[src/rtl/sram_sp_ctrl_pkg.sv]
// rtl/sram_sp_ctrl_pkg.sv - shared constants and FSM state type (SRAM_CTRL_ZERO_INIT_EN adds ST_INIT)
package sram_sp_ctrl_pkg;

    localparam int DEF_DATA_W = 32;
    localparam int DEF_DEPTH  = 32;
    localparam int DEF_ADDR_W = 5;

`ifdef SRAM_CTRL_ZERO_INIT_EN
    typedef enum logic [0:0] {
        ST_INIT,
        ST_IDLE
    } ctrl_state_t;
`else
    typedef enum logic [0:0] {
        ST_IDLE
    } ctrl_state_t;
`endif

endpackage

[src/rtl/sram_sp_ctrl_if.sv]
// rtl/sram_sp_ctrl_if.sv - write/read request and read response handshakes
interface sram_sp_ctrl_if
    import sram_sp_ctrl_pkg::*;
#(
    parameter int DATA_W = DEF_DATA_W,
    parameter int ADDR_W = DEF_ADDR_W
) ();

    logic              w_valid;
    logic              w_ready;
    logic [ADDR_W-1:0] w_addr;
    logic [DATA_W-1:0] w_data;
    logic              r_valid;
    logic              r_ready;
    logic [ADDR_W-1:0] r_addr;
    logic              resp_valid;
    logic              resp_ready;
    logic [DATA_W-1:0] resp_data;

    modport master (
        output w_valid, w_addr, w_data, r_valid, r_addr, resp_ready,
        input  w_ready, r_ready, resp_valid, resp_data
    );

    modport slave (
        input  w_valid, w_addr, w_data, r_valid, r_addr, resp_ready,
        output w_ready, r_ready, resp_valid, resp_data
    );

endinterface

[src/rtl/sram_resp_fifo.sv]
// rtl/sram_resp_fifo.sv - 2-entry in-order read response buffer
module sram_resp_fifo
    import sram_sp_ctrl_pkg::*;
#(
    parameter int DATA_W = DEF_DATA_W
) (
    input  logic              clock,
    input  logic              reset,
    input  logic              s_tvalid,
    input  logic [DATA_W-1:0] s_tdata,
    output logic              m_tvalid,
    input  logic              m_tready,
    output logic [DATA_W-1:0] m_tdata,
    output logic [1:0]        level
);

    logic [DATA_W-1:0] mem [2];
    logic              wr_ptr;
    logic              rd_ptr;
    logic              pop;

    // Head entry is read straight from storage, so it holds while not popped
    assign m_tvalid = (level != 2'd0);
    assign m_tdata  = mem[rd_ptr];
    assign pop      = m_tvalid && m_tready;

    // Pointer and occupancy bookkeeping; the controller never pushes when full
    always_ff @(posedge clock) begin
        if (reset) begin
            wr_ptr <= 1'b0;
            rd_ptr <= 1'b0;
            level  <= 2'd0;
        end else begin
            if (s_tvalid) begin
                wr_ptr <= ~wr_ptr;
            end
            if (pop) begin
                rd_ptr <= ~rd_ptr;
            end
            level <= level + {1'b0, s_tvalid} - {1'b0, pop};
        end
    end

    // Data storage needs no reset; validity is tracked by level
    always_ff @(posedge clock) begin
        if (s_tvalid) begin
            mem[wr_ptr] <= s_tdata;
        end
    end

endmodule

[src/rtl/sram_sp_ctrl.sv]
// rtl/sram_sp_ctrl.sv - single-port SRAM controller, optional zero sweep via SRAM_CTRL_ZERO_INIT_EN
module sram_sp_ctrl
    import sram_sp_ctrl_pkg::*;
#(
    parameter int DATA_W = DEF_DATA_W,
    parameter int DEPTH  = DEF_DEPTH,
    parameter int ADDR_W = $clog2(DEPTH)
) (
    input  logic              clock,
    input  logic              reset,
    sram_sp_ctrl_if.slave     bus,
    output logic              init_done,
    output logic              sram_ceb,
    output logic              sram_web,
    output logic [ADDR_W-1:0] sram_a,
    output logic [DATA_W-1:0] sram_d,
    input  logic [DATA_W-1:0] sram_q
);

    ctrl_state_t state;
    logic        rd_inflight;
    logic        pref_rd;
    logic [1:0]  fifo_level;
    logic [2:0]  occupancy;
    logic        deq;
    logic        w_ok;
    logic        r_ok;
    logic        contend;
    logic        grant_w;
    logic        grant_r;
`ifdef SRAM_CTRL_ZERO_INIT_EN
    logic [ADDR_W-1:0] init_addr;
`endif

    // A read may issue only if its response is guaranteed a buffer slot
    assign deq       = bus.resp_valid && bus.resp_ready;
    assign occupancy = {1'b0, fifo_level} + {2'b00, rd_inflight};
    assign w_ok      = init_done && !reset;
    assign r_ok      = init_done && !reset && (occupancy < (3'd2 + {2'b00, deq}));

    // Readies are mutually exclusive when both sides request; pref_rd picks the winner
    assign bus.w_ready = w_ok && !(bus.r_valid && r_ok && pref_rd);
    assign bus.r_ready = r_ok && !(bus.w_valid && w_ok && !pref_rd);
    assign grant_w     = bus.w_valid && bus.w_ready;
    assign grant_r     = bus.r_valid && bus.r_ready;
    assign contend     = bus.w_valid && bus.r_valid && w_ok && r_ok;

    // Bring-up sequencing: optional zero sweep, then open the request ports
    always_ff @(posedge clock) begin
        if (reset) begin
`ifdef SRAM_CTRL_ZERO_INIT_EN
            state     <= ST_INIT;
            init_addr <= '0;
`else
            state     <= ST_IDLE;
`endif
            init_done <= 1'b0;
        end else begin
`ifdef SRAM_CTRL_ZERO_INIT_EN
            case (state)
                ST_INIT: begin
                    init_addr <= init_addr + 1'b1;
                    if (init_addr == ADDR_W'(DEPTH - 1)) begin
                        state     <= ST_IDLE;
                        init_done <= 1'b1;
                    end
                end
                default: begin
                    state <= ST_IDLE;
                end
            endcase
`else
            init_done <= (state == ST_IDLE);
`endif
        end
    end

    // Track the read whose data appears on sram_q next cycle, and flip priority on contention
    always_ff @(posedge clock) begin
        if (reset) begin
            rd_inflight <= 1'b0;
            pref_rd     <= 1'b0;
        end else begin
            rd_inflight <= grant_r;
            if (contend) begin
                pref_rd <= ~pref_rd;
            end
        end
    end

    // Macro pins are driven in the grant cycle and sampled by the macro on the closing edge
    always_comb begin
        sram_ceb = 1'b1;
        sram_web = 1'b1;
        sram_a   = '0;
        sram_d   = '0;
        if (!reset) begin
`ifdef SRAM_CTRL_ZERO_INIT_EN
            if (state == ST_INIT) begin
                sram_ceb = 1'b0;
                sram_web = 1'b0;
                sram_a   = init_addr;
            end else
`endif
            if (grant_w) begin
                sram_ceb = 1'b0;
                sram_web = 1'b0;
                sram_a   = bus.w_addr;
                sram_d   = bus.w_data;
            end else if (grant_r) begin
                sram_ceb = 1'b0;
                sram_a   = bus.r_addr;
            end
        end
    end

    sram_resp_fifo #(
        .DATA_W (DATA_W)
    ) u_resp_fifo (
        .clock    (clock),
        .reset    (reset),
        .s_tvalid (rd_inflight),
        .s_tdata  (sram_q),
        .m_tvalid (bus.resp_valid),
        .m_tready (bus.resp_ready),
        .m_tdata  (bus.resp_data),
        .level    (fifo_level)
    );

endmodule

[src/flat_wrapper.sv]
// flat-port wrapper written by rule: the top's interface ports become plain ports
module sram_sp_ctrl_flat import sram_sp_ctrl_pkg::*;
#(
    parameter int DATA_W = DEF_DATA_W,
    parameter int DEPTH  = DEF_DEPTH,
    parameter int ADDR_W = $clog2(DEPTH)
)
  (clock, reset, init_done, sram_ceb, sram_web, sram_a, sram_d, sram_q, bus_w_valid, bus_w_addr, bus_w_data, bus_r_valid, bus_r_addr, bus_resp_ready, bus_w_ready, bus_r_ready, bus_resp_valid, bus_resp_data);
  sram_sp_ctrl_if #(.DATA_W(DATA_W), .ADDR_W(ADDR_W)) bus_i ();
  input  logic clock;
  input  logic reset;
  output logic init_done;
  output logic sram_ceb;
  output logic sram_web;
  output logic [ADDR_W-1:0] sram_a;
  output logic [DATA_W-1:0] sram_d;
  input  logic [DATA_W-1:0] sram_q;
  input wire logic [$bits(bus_i.w_valid)-1:0] bus_w_valid;
  input wire logic [$bits(bus_i.w_addr)-1:0] bus_w_addr;
  input wire logic [$bits(bus_i.w_data)-1:0] bus_w_data;
  input wire logic [$bits(bus_i.r_valid)-1:0] bus_r_valid;
  input wire logic [$bits(bus_i.r_addr)-1:0] bus_r_addr;
  input wire logic [$bits(bus_i.resp_ready)-1:0] bus_resp_ready;
  output wire logic [$bits(bus_i.w_ready)-1:0] bus_w_ready;
  output wire logic [$bits(bus_i.r_ready)-1:0] bus_r_ready;
  output wire logic [$bits(bus_i.resp_valid)-1:0] bus_resp_valid;
  output wire logic [$bits(bus_i.resp_data)-1:0] bus_resp_data;
  assign bus_i.w_valid = bus_w_valid;
  assign bus_i.w_addr = bus_w_addr;
  assign bus_i.w_data = bus_w_data;
  assign bus_i.r_valid = bus_r_valid;
  assign bus_i.r_addr = bus_r_addr;
  assign bus_i.resp_ready = bus_resp_ready;
  assign bus_w_ready = bus_i.w_ready;
  assign bus_r_ready = bus_i.r_ready;
  assign bus_resp_valid = bus_i.resp_valid;
  assign bus_resp_data = bus_i.resp_data;
  sram_sp_ctrl #(.DATA_W(DATA_W), .DEPTH(DEPTH), .ADDR_W(ADDR_W)) u_core (.clock(clock), .reset(reset), .bus(bus_i), .init_done(init_done), .sram_ceb(sram_ceb), .sram_web(sram_web), .sram_a(sram_a), .sram_d(sram_d), .sram_q(sram_q));
endmodule
[config.mk]
export PLATFORM = sky130hd
export DESIGN_NAME = sram_sp_ctrl_flat
export DESIGN_NICKNAME = d
export VERILOG_FILES = /design/src/rtl/sram_sp_ctrl_pkg.sv /design/src/rtl/sram_sp_ctrl_if.sv /design/src/rtl/sram_resp_fifo.sv /design/src/rtl/sram_sp_ctrl.sv /design/src/flat_wrapper.sv
export SDC_FILE = /design/constraint.sdc
export NUM_CORES = 1
export LEC_CHECK = 0
export BUFFER_PORTS_ARGS = -buffer_cell sky130_fd_sc_hd__buf_2
export CAP_MARGIN = 20
export CELL_PAD_IN_SITES_DETAIL_PLACEMENT = 1
export CELL_PAD_IN_SITES_GLOBAL_PLACEMENT = 1
export CORE_ASPECT_RATIO = 0.9
export CORE_MARGIN = 4
export CORE_UTILIZATION = 30
export DETAILED_ROUTE_END_ITERATION = 6
export PLACE_DENSITY = 0.66
export SLEW_MARGIN = 25
export SYNTH_ARGS = -nofsm -noshare
export SYNTH_HDL_FRONTEND = slang
export SYNTH_SLANG_ARGS = --single-unit
[constraint.sdc]
create_clock -name clock -period 2.65 [get_ports clock]
set_clock_uncertainty 0.2 [all_clocks]
set_input_delay 0 -clock clock [delete_from_list [all_inputs] [get_ports clock]]
set_output_delay 0 -clock clock [all_outputs]
set_load 0.02 [all_outputs]
==> metrics.txt <==
final worst path period need=2.339 ns; most area-consuming cells after synthesis=edfxtp_1 64%, mux2_2 11%, and2_1 6.9%, dfxtp_1 5.3%, ha_1 1.7%; Die Span Y=102.8 um; sequential fraction of the synthesis area=69.45%; Clock Latency Late Sink=0.33 ns; Highest Clock Rate=427.5 MHz; Pwr Density=723.6 nW/um^2; CTS Root Cell=clkbuf_8; Netlist cell types=29; die area=11,660 um^2; commonest non-fill, non-tap cells in the layout=153 x buf_2, 64 x edfxtp_1, 37 x dlygate4sd3_1, 32 x and2_1, 30 x mux2_2; asr flop ratio synth=0%; pins over their slew limit=0; Crit. path cell count=6; CP Launch Point=u_core.u_resp_fifo.level[0]$_SDFF_PP0_; hpwl dp=5995 um; area of the multi-input gates=863.3 um^2; Reg2Reg Depth=6; met3 wire len=729 um; Finish-stage setup viols=0; final hold violations=0; Detailed Routing Iterations Pass 1=4; drc violations=0; Setup CP Type=flop to output port; CTS Buffer Depth=2; Crit. End Element=output port; wl on met1=3124 um; Slowest-stage cell, CP=nor4b_4; max cap viols=0; area occupied by registers=2082 um^2; reg2reg end=u_core.pref_rd$_SDFFE_PP0P_; input/output buffers=153; IO Pins=154; Vias/cell=4.391; row count=34; Sink Count=72; worst reg2reg path startpoint=u_core.u_resp_fifo.level[0]$_SDFF_PP0_; CP most frequent cell=ha_1; CTS Buf Count=9; Ys Warns=0; fin nets=469; initial antenna violation count=0; Cell Area, Synth=2998 um^2; outcome=completed; syn nets=271; Post-synth EDFFs=64; layout cells sized above 1=53.85%; core area=9699 um^2; DIE WIDTH=113.4 um; RSZ-0062 raised after global routing=no; R2R Setup Slk=0.36 ns; Worst Max-Slew Pin Slew=0.4803 ns; wire per inst=15.70 um; TNS Setup=0 ns; Total Power Consumption=3.298 mW; number of global-route vias before repair=2,551; antenna-violating nets left=0; Pleak=1.967 nW; Worst IR Drop VDD=0.0002433 V; Layout area overhead=52.05%; starting density of the core=30.91%; vias post-DR=2,266; DRT iter0 DRCs=54; Worst Path Required=2.45 ns; CP max stage delay=0.46 ns; routability congestion estimate=0.7956; GRT Overall Usage=14.13%; Startpoint Class=flop; Post-CTS Setup Bufs=0; dominant synthesized flop cell=edfxtp_1; Routed WL=8099 um; post-synth top area cell=edfxtp_1; crit path to=sram_a[0]; Place WS=0.6354 ns; leading cell type in the layout, fill and taps excluded=buf_2; Critical Path Fanout Max=7; CP Buf/Inv Count=1; worst-path cell chain=ha_1 -> ha_1 -> o21a_4 -> nor4b_4 -> a22o_1 -> buf_2; first-pass GRT wire length=12,540 um; Worst EP arrival=2.14 ns; Util after Layout=46.99%; H-Tree Depth=3; Synth Instances=188; CTS tree=yes; worst setup margin=0.3106 ns; remaining global-route overflow=0; Synth top area share=64.11%; Yosys reg bits=72; normalized max-slew margin=67.90%; syn_area_per_cell=15.95 um^2; Post-CTS Resized=0; WL met2=4160 um; highest metal used=met4; worst min-delay path class=input port to output port; Worst-path clk slew=0.07 ns; CP delay by family, top=adder cells; largest net degree at the start of global routing=40; Fill cells=1,043; n_diodes=0; fin crit share=88.28%
-- how the worst min path moves through the flow --
| stage | startpoint | end | cells past startpoint |
|---|---|---|---|
| final | bus_w_data[6] | sram_d[6] | 3 |
| after global routing | bus_w_data[10] | sram_d[10] | 3 |
| after CTS | bus_w_data[22] | sram_d[22] | 3 |
| after detailed placement | sram_q[7] | u_core.u_resp_fifo.mem[0][7]$_DFFE_PP_ | 1 |
| after global placement | sram_q[30] | u_core.u_resp_fifo.mem[0][30]$_DFFE_PP_ | 1 |
| after floorplan | reset | u_core.init_done$_SDFF_PP0_ | 1 |
-- through the flow --
stage               instance area [um^2]  std cells  hold slack, ns
floorplan                           2998        188         -0.1435
global placement                    3954        464        -0.01185
detailed placement                  3954        464       -0.004844
CTS                                 4558        516          0.1227
global route                        4558        516          0.1367
finish                              4558        516          0.1201
-- Yosys cell counts, types with 2 or more instances --
master and count:
nor2_1 7, and2_1 33, o21ai_0 2, edfxtp_1 64, clkbuf_1 3, mux2_2 30
xnor2_1 2, dfxtp_1 8, a22o_1 5, xor2_1 2, inv_1 6, mux2_1 2
ha_1 4, nand2_1 2, buf_2 4
-- worst reg2reg max path, stage by stage, from the launching register on --
cell           delay [ns]
dfxtp_1              0.35
ha_1                 0.21
ha_1                 0.25
nand4b_1             0.20
dlygate4sd3_1        0.58
or3_1                0.31
a21oi_1              0.15
-- state kept, by name, summed over array words and instances, names as in the netlist, named ones only --
signal                     count
u_core.u_resp_fifo.rd_ptr      1
u_core.u_resp_fifo.level       2
u_core.u_resp_fifo.mem        64
u_core.rd_inflight             1
u_core.init_done               1
u_core.pref_rd                 1
u_core.u_resp_fifo.wr_ptr      1
-- what timing repair did --
| action | CTS | global route |
|---|---|---|
| hold buffers | 37 | 0 |
| hold endpoints to repair | 72 | 0 |
| endpoints found under the setup margin | 0 | 0 |
-- metal layers --
metal	vias up	global-route usage (%)
li1	1080	-
met1	1063	15.08
met2	115	26.09
met3	8	4.988
met4	0	4.991
met5	-	0
-- logic make-up (layout without fill, tap and decap cells) --
kind of cell	after synthesis	after routing	synth area share, %
DFF	72	72	69.45
xor gates and xnor gates	4	4	1.169
and+or+nand+nor	49	49	10.18
muxes	32	32	12.02
AOI/OAI and AO/OA	13	13	3.464
buffers and inverters	14	216	2.045
adders and majority gates	4	4	1.670
-- power breakdown --
part           switching [mW]  leakage (nW)  internal [mW]  total [mW]
logic                   0.517          1.21          0.430       0.948
clock network           0.401         0.113          0.622        1.02
registers              0.0338         0.644           1.29        1.33
-- final cells by class --
cell class / instances / area share, %
clock inverters: 5 / 2.333
well taps: 126 / 3.459
repair buffers: 195 / 26.30
multi-input cells: 102 / 18.94
clock buffers: 10 / 2.800
inverters: 6 / 0.4941
flip-flops and latches: 72 / 45.68
No activity file was read; power rests on OpenSTA's default activity.
